File: src/rtl/gate_op_arbiter.sv
// gate_op_arbiter: round-robin sharing of one registered bitwise logic-op unit between NUM_REQ valid/ready requesters
module gate_op_arbiter #(
  parameter int NUM_REQ = 4,
  parameter int WIDTH   = 8,
  parameter int ID_W    = 2
) (
  input  logic                     clk,
  input  logic                     rst_n,
  input  logic [NUM_REQ-1:0]       req_valid,
  output logic [NUM_REQ-1:0]       req_ready,
  input  logic [3*NUM_REQ-1:0]     req_op,
  input  logic [WIDTH*NUM_REQ-1:0] req_a,
  input  logic [WIDTH*NUM_REQ-1:0] req_b,
  output logic                     rsp_valid,
  input  logic                     rsp_ready,
  output logic [WIDTH-1:0]         rsp_data,
  output logic [ID_W-1:0]          rsp_id,
  output logic                     busy
);
  typedef enum logic [1:0] {IDLE, EXEC, RESP} state_t;
  state_t state, state_nxt;
  logic [ID_W-1:0] rr_ptr, grant, id_q;
  logic found, take;
  logic [2:0] op_q;
  logic [WIDTH-1:0] a_q, b_q, base, res;
  always_comb begin
    found = 1'b0;
    grant = '0;
    for (int k = NUM_REQ-1; k >= 0; k--) begin
      if (req_valid[(int'(rr_ptr) + k) % NUM_REQ]) begin
        found = 1'b1;
        grant = ID_W'((int'(rr_ptr) + k) % NUM_REQ);
      end
    end
  end
  assign take = state == IDLE && found;
  assign req_ready = (rst_n && take) ? NUM_REQ'(1) << grant : '0;
  assign busy = state != IDLE;
  assign base = op_q[1:0] == 2'd0 ? a_q & b_q :
                op_q[1:0] == 2'd1 ? a_q | b_q :
                op_q[1:0] == 2'd2 ? a_q ^ b_q : a_q;
  assign res = (op_q[2] ^ (op_q[1:0] == 2'd3)) ? ~base : base;
  always_comb begin
    state_nxt = state;
    state_nxt = take ? EXEC :
                state == EXEC ? RESP :
                (state == RESP && rsp_ready) ? IDLE : state;
  end
  always_ff @(posedge clk or negedge rst_n) begin
    if (!rst_n) begin
      state     <= IDLE;
      rr_ptr    <= '0;
      id_q      <= '0;
      op_q      <= '0;
      a_q       <= '0;
      b_q       <= '0;
      rsp_valid <= 1'b0;
      rsp_data  <= '0;
      rsp_id    <= '0;
    end else begin
      state <= state_nxt;
      if (take) begin
        op_q   <= req_op[3*grant +: 3];
        a_q    <= req_a[WIDTH*grant +: WIDTH];
        b_q    <= req_b[WIDTH*grant +: WIDTH];
        id_q   <= grant;
        rr_ptr <= (grant == ID_W'(NUM_REQ-1)) ? '0 : grant + 1'b1;
      end
      if (state == EXEC) begin
        rsp_data  <= res;
        rsp_id    <= id_q;
        rsp_valid <= 1'b1;
      end
      if (state == RESP && rsp_ready) rsp_valid <= 1'b0;
    end
  end
endmodule
File: config.mk
export PLATFORM = sky130hd
export DESIGN_NAME = gate_op_arbiter
export DESIGN_NICKNAME = d
export VERILOG_FILES = /design/src/rtl/gate_op_arbiter.sv
export SDC_FILE = /design/constraint.sdc
export NUM_CORES = 1
export LEC_CHECK = 0
export BUFFER_PORTS_ARGS = -buffer_cell sky130_fd_sc_hd__buf_2
export CAP_MARGIN = 15
export CORE_UTILIZATION = 40
export CTS_BUF_LIST = sky130_fd_sc_hd__clkbuf_2
export DETAILED_ROUTE_END_ITERATION = 6
export PLACE_DENSITY = 0.74
export SETUP_SLACK_MARGIN = 0.5
export SLEW_MARGIN = 20
export SYNTH_ARGS = -nofsm -noshare
export SYNTH_HDL_FRONTEND = slang
export SYNTH_SLANG_ARGS = --single-unit
File: constraint.sdc
create_clock -name clk -period 3.15 [get_ports clk]
set_clock_uncertainty 0.1 [all_clocks]
set_input_delay 0.63 -clock clk [delete_from_list [all_inputs] [get_ports clk]]
set_output_delay 0.63 -clock clk [all_outputs]
set_load 0.1 [all_outputs]
Word-level counts from Yosys, hierarchy flattened
Cells that the tools add are included.
- word-level logic and storage cells: 77
- output and inout port bits: 16
- flip-flop bits (word level): 36
- input bits: 83
- order comparisons: 4
- bitwise operators: 8
- mux-type cells: 30
- reductions and logical operators: 11
- add/subtract/negate cells: 4
- equal/unequal tests: 6
- shift-type cells: 4
- multipliers: 1
- operator list (operator ; count):
    32-bit by 6-bit variable part select with 8-bit output ; 2
    8-bit 2-to-1 mux ; 4
    2-bit 2-to-1 mux ; 8
    1-bit 2-to-1 mux ; 13
    3-bit by 4-bit < comparator with 1-bit output, second input constant ; 3
    12-bit by 5-bit variable part select with 3-bit output ; 1
    8-bit bitwise AND ; 1
    1-bit binary-select mux with 2-bit select ; 4
    2-bit == test, second input constant ; 4
    8-bit inverter ; 1
    8-bit bitwise OR ; 1
    8-bit XOR ; 1
    2-bit OR reduction ; 3
    2-bit by 1-bit adder with 2-bit output, second input constant ; 2
    2-bit adder, second input constant ; 2
    2-bit by 1-bit == test with 1-bit output, second input constant ; 2
    2-bit zero test ; 2
    2-bit by 2-bit multiplier with 4-bit output, first input constant ; 1
    4-bit 2-to-1 mux ; 1
    2-bit nonzero test ; 2
    1-bit by 2-bit << shifter with 4-bit output, first input constant ; 1
    1-bit bitwise AND, first input constant ; 3
    1-bit logical AND ; 3
    2-bit by 3-bit < comparator with 1-bit output, second input constant ; 1
    other kinds (2) ; 2

Depth between registers and ports, before layout
- depth in word-level cells: 13
- depth in mapped cells: 7
- gate-level depth less buffers: 6

Worst setup path before layout
OpenSTA, ideal clock, no wires.
- kind: input -> output
- from: input req_valid[0]
- to: output req_ready[0]
- arrival time: 2757 ps
- required time: 2420 ps
- path slack: -337 ps
- path buffers: 1
- cell stages on the path: 5
- cells stage by stage: or3b_2 o221ai_4 buf_8 nand3_1 nor2_1
- longest elaborated chain between the ends: 10
- elaborated cells between the ends (all ways): 23
- those cells by class: shift (1); mux (20); reduce/logical (2)
- RTL lines (element ; RTL line ; source):
    from (decl) ; 9 ; input logic [NUM_REQ-1:0] req_valid,
    1-bit binary-select mux with 2-bit select ; 30 ; if (req_valid[(int'(rr_ptr) + k) % NUM_REQ]) begin
    1-bit 2-to-1 mux (not written as such) (2 in a row) ; 30 ;
    1-bit 2-to-1 mux (4 in a row) ; 30 ;
    1-bit logical AND ; 36 ; assign take = state == IDLE && found;
    1-bit logical AND ; 37 ; assign req_ready = (rst_n && take) ? NUM_REQ'(1) << grant : '0;
    4-bit 2-to-1 mux (*) ; 37 ;
    to (decl) ; 10 ; output logic [NUM_REQ-1:0] req_ready,
Every way passes the cells marked *; elsewhere a longest branch is shown, timed or not. The select of a mux whose other input is x is not followed.

Final worst setup path
- from: register rr_ptr[1]
- to: output req_ready[2]
- longest elaborated chain between the ends: 11
- elaborated cells between the ends (all ways): 26
- those cells by class: add/sub (3); shift (1); mux (20); reduce/logical (2)
- RTL lines (element ; RTL line ; source):
    from (decl) ; 22 ; logic [ID_W-1:0] rr_ptr, grant, id_q;
    from (signal assigned) ; 67 ; rr_ptr <= (grant == ID_W'(NUM_REQ-1)) ? '0 : grant + 1'b1;
    2-bit adder ; 30, 32 ;
    1-bit binary-select mux with 2-bit select ; 30 ;
    1-bit 2-to-1 mux (not written as such) (2 in a row) ; 30 ;
    1-bit 2-to-1 mux (4 in a row) ; 30 ;
    1-bit logical AND ; 36 ;
    1-bit logical AND ; 37 ;
    4-bit 2-to-1 mux (*) ; 37 ;
Marked as above.

==> impl_metrics.ini <==
[outcome]
status = finished with violations
violations = design-rule violations

[critical_path]
cp_cell_sequence = mux2_4 -> o221ai_4 -> ha_1 -> and3_4 -> buf_12
cp_data_arrival_time_ps = 1930
critPathMaxStageDelay_ps = 470
critical_path.endpoint_type = output port
critPathMaxFanout = 5
cp.required_ps = 2420
crit_type = register to output port
r2r_setup_slack_ps = 880
r2r_cells = 7
r2r-end = a_q[4]
r2r_start = rr_ptr[1]
critPathLaunchType = register
cpMaxStageDelayCell = dfrtp_2

[final_layout]
fillerInstances = 576
seqCellArea_um2 = 903
multi_input_area_mm2 = 0.00161
nets = 463
drive_gt1_frac = 0.412
num_antenna_cells = 0
area.growth.synth_to_final_pct = 27.4

[detailed_routing]
via_per_inst = 5.07
vias = 2238
avgRoutedWirePerCell_um = 13.5
drt_iter0_drc = 113
ant_nets = 0
drc = 10
drt_pass1_iterations = 6
drt-total-wl_mm = 5.96

[clocking]
htree_levels = 2
root_buffer = clkbuf_2
clkLatencyLatePin_ps = 380
clock-sinks = 36
cts_tree = yes
clk_path_buf_depth = 2
cts_buffers = 5
clk_pin_slew_ps = 200

[power_and_ir_drop]
p_switching_mw = 1.78
pwr-share-clk = 0.062
p_comb_frac = 0.668
vdd_drop_max_mv = 0.413
p_leak_nw = 1.83
switching_share = 0.519
powerDensity_mw_per_mm2 = 1000
seq_power_share = 0.270
p_int_mw = 1.65

[logic_synthesis]
synthDistinctLibCells = 31
ys_ff_latch = 36
synthSimpleGateAreaFrac = 0.116
synth_top_family_by_area = multiplexers
syn-num-nets = 365
synth_xor_area_frac = 0.0294
ys_warn_count = 0
synth_area_mm2 = 0.00269
synth-compound-area-share = 0.115
avgSynthCellArea_um2 = 10.1
synth_fa_ha_area_frac = 0.0792
muxShareOfSynthArea = 0.223
synth_cells = 265
ys_seq_area_frac = 0.336

[sta]
hold_ws_ps = 281
period_needed_ps = 2660
finalSetupViolations = 0
rsz0062_at_grt = yes
drv_slew = 0
relSlewSlack = 0.403
timing.final.hold_violations = 0
worst_pin_slew_ps = 892
final.setup.tns_ps = 0
fin_crit_sh = 0.845
max_clock_freq_ghz = 0.376

[floorplan]
core-area_mm2 = 0.00642
rows = 29
dieHeight_um = 83.9
io_pins = 99
die_w_um = 83.9
initial_core_util = 0.418
die_area_mm2 = 0.00704

[placement]
dp.final_hpwl_mm = 4.65
place_congestion = 0.768
port_buffers = 98

[global_route]
grt-ovfl-total = 0
grt_pass1_wl_mm = 10.5
antenna_found_initial = 0
grt_pass1_vias = 2262
grt_max_degree = 66
track_usage = 0.185

[run]
drv_cap = 0

[min_path]
hp-class = input port to async pin
-- power groups by stage --
| stage | logic [mW] | registers (mW) | clock network [mW] |
|---|---|---|---|
| after floorplan | 1.47 | 1.32 | 0 |
| after global placement | 2.14 | 0.927 | 0 |
| after detailed placement | 2.22 | 0.944 | 0 |
| after CTS | 2.28 | 0.931 | 0.221 |
| after global routing | 2.52 | 0.978 | 0.235 |
| final | 2.29 | 0.925 | 0.212 |
-- synthesized netlist by cell type --
library cell  instances  area, um^2
or2_2                 1        6.26
mux2_2                2        22.5
or2_1                 1        6.26
nand2_1              14        52.6
inv_1                30         113
and3_1                1        6.26
or3b_2                1        8.76
buf_8                 4        60.1
mux4_2                8         180
dfrtp_1              36         901
buf_2                 6        30.0
a211o_2               3        30.0
nor4_1                1        6.26
ha_1                 17         213
a21oi_1               5        25.0
o221ai_4              1        26.3
clkbuf_1              4        15.0
nand2b_1              1        6.26
mux2i_1              38         380
a21o_2                1        8.76
xor2_1                9        78.8
a21boi_1              1        7.51
o22ai_1               1        6.26
buf_6                 5        56.3
o21ai_0              10        50.1
nand3_1               2        10.0
mux2_4                1        15.0
nor2_1                5        18.8
nor3_1               38         190
a211o_1              16         140
a21o_1                2        15.0
-- layout make-up --
| cell class | instances | share of cell area |
|---|---|---|
| multi-input combinational | 180 | 0.471 |
| clock buffer | 7 | 0.0102 |
| inverter | 30 | 0.0329 |
| tap | 77 | 0.0282 |
| timing repair buffer | 110 | 0.192 |
| clock inverter | 1 | 0.00110 |
| sequential | 36 | 0.264 |
-- cells in the final DEF, fill, tap and decap left out, types with 7 or more instances in the layout --
cell | Yosys | final
buf_2 | 6 | 94
mux2i_1 | 38 | 38
nor3_1 | 38 | 38
dfrtp_1 | 36 | 34
inv_1 | 30 | 28
ha_1 | 17 | 17
a211o_1 | 16 | 16
nand2_1 | 14 | 14
o21ai_0 | 10 | 10
buf_4 | 0 | 10
xor2_1 | 9 | 9
mux4_2 | 8 | 8
clkbuf_2 | 0 | 7
-- flip-flops by register name, summed over array words and instances, names as in the netlist --
register,count
rr_ptr,2
rsp_id,2
a_q,8
state,2
op_q,3
b_q,8
rsp_data,8
id_q,2
rsp_valid,1
-- worst max-delay path: cells and delay by family (launching register included) --
family / cells / cell delay, ps
flops: 1 / 470
simple gates: 1 / 190
mux: 1 / 320
compound gates: 1 / 220
buf+inv: 1 / 170
fa+ha+maj: 1 / 210
-- worst max-delay path by stage --
stage | startpoint | end | slack, ps | cells after the start
2_1_floorplan | req_valid[1] | req_ready[0] | 460 | 5
3_5_place_dp | req_valid[0] | req_ready[3] | 450 | 7
6_report | rr_ptr[1] | req_ready[2] | 490 | 5
5_1_grt | rr_ptr[1] | req_ready[2] | 390 | 5
3_3_place_gp | req_valid[0] | req_ready[3] | 510 | 7
4_1_cts | rr_ptr[1] | req_ready[0] | 480 | 6
-- cells by family (layout without fill, tap and decap cells) --
family / after synthesis / count (layout)
simple gates: 65 / 65
mux: 49 / 49
compound gates: 40 / 40
fa+ha+maj: 17 / 17
buf+inv: 49 / 148
flops: 36 / 36
xor+xnor: 9 / 9
-- metrics by stage --
step	utilization	power, mW	std cells	instance area, um^2	setup WS, ps
6_report	0.532	3.43	441	3420	489
5_1_grt	0.532	3.73	441	3420	388
4_1_cts	0.527	3.44	440	3380	484
3_5_place_dp	0.510	3.16	428	3280	448
3_3_place_gp	0.510	3.07	428	3280	515
2_1_floorplan	-	2.80	265	2740	460
-- layer usage --
metal  vias up  wire, um  global-route usage
met5         -         0                   0
met4         0        50              0.0455
met3         4       321              0.0465
met2        63      2910               0.311
met1      1037      2680               0.239
li1       1134         -                   -
-- timing repair --
item	4_1_cts	5_1_grt
resized for setup	11	6
setup buffers	4	1
hold buffers	0	0
pin swaps	1	4
setup endpoints to repair	4	4
Power figures use the tool's default switching activity.
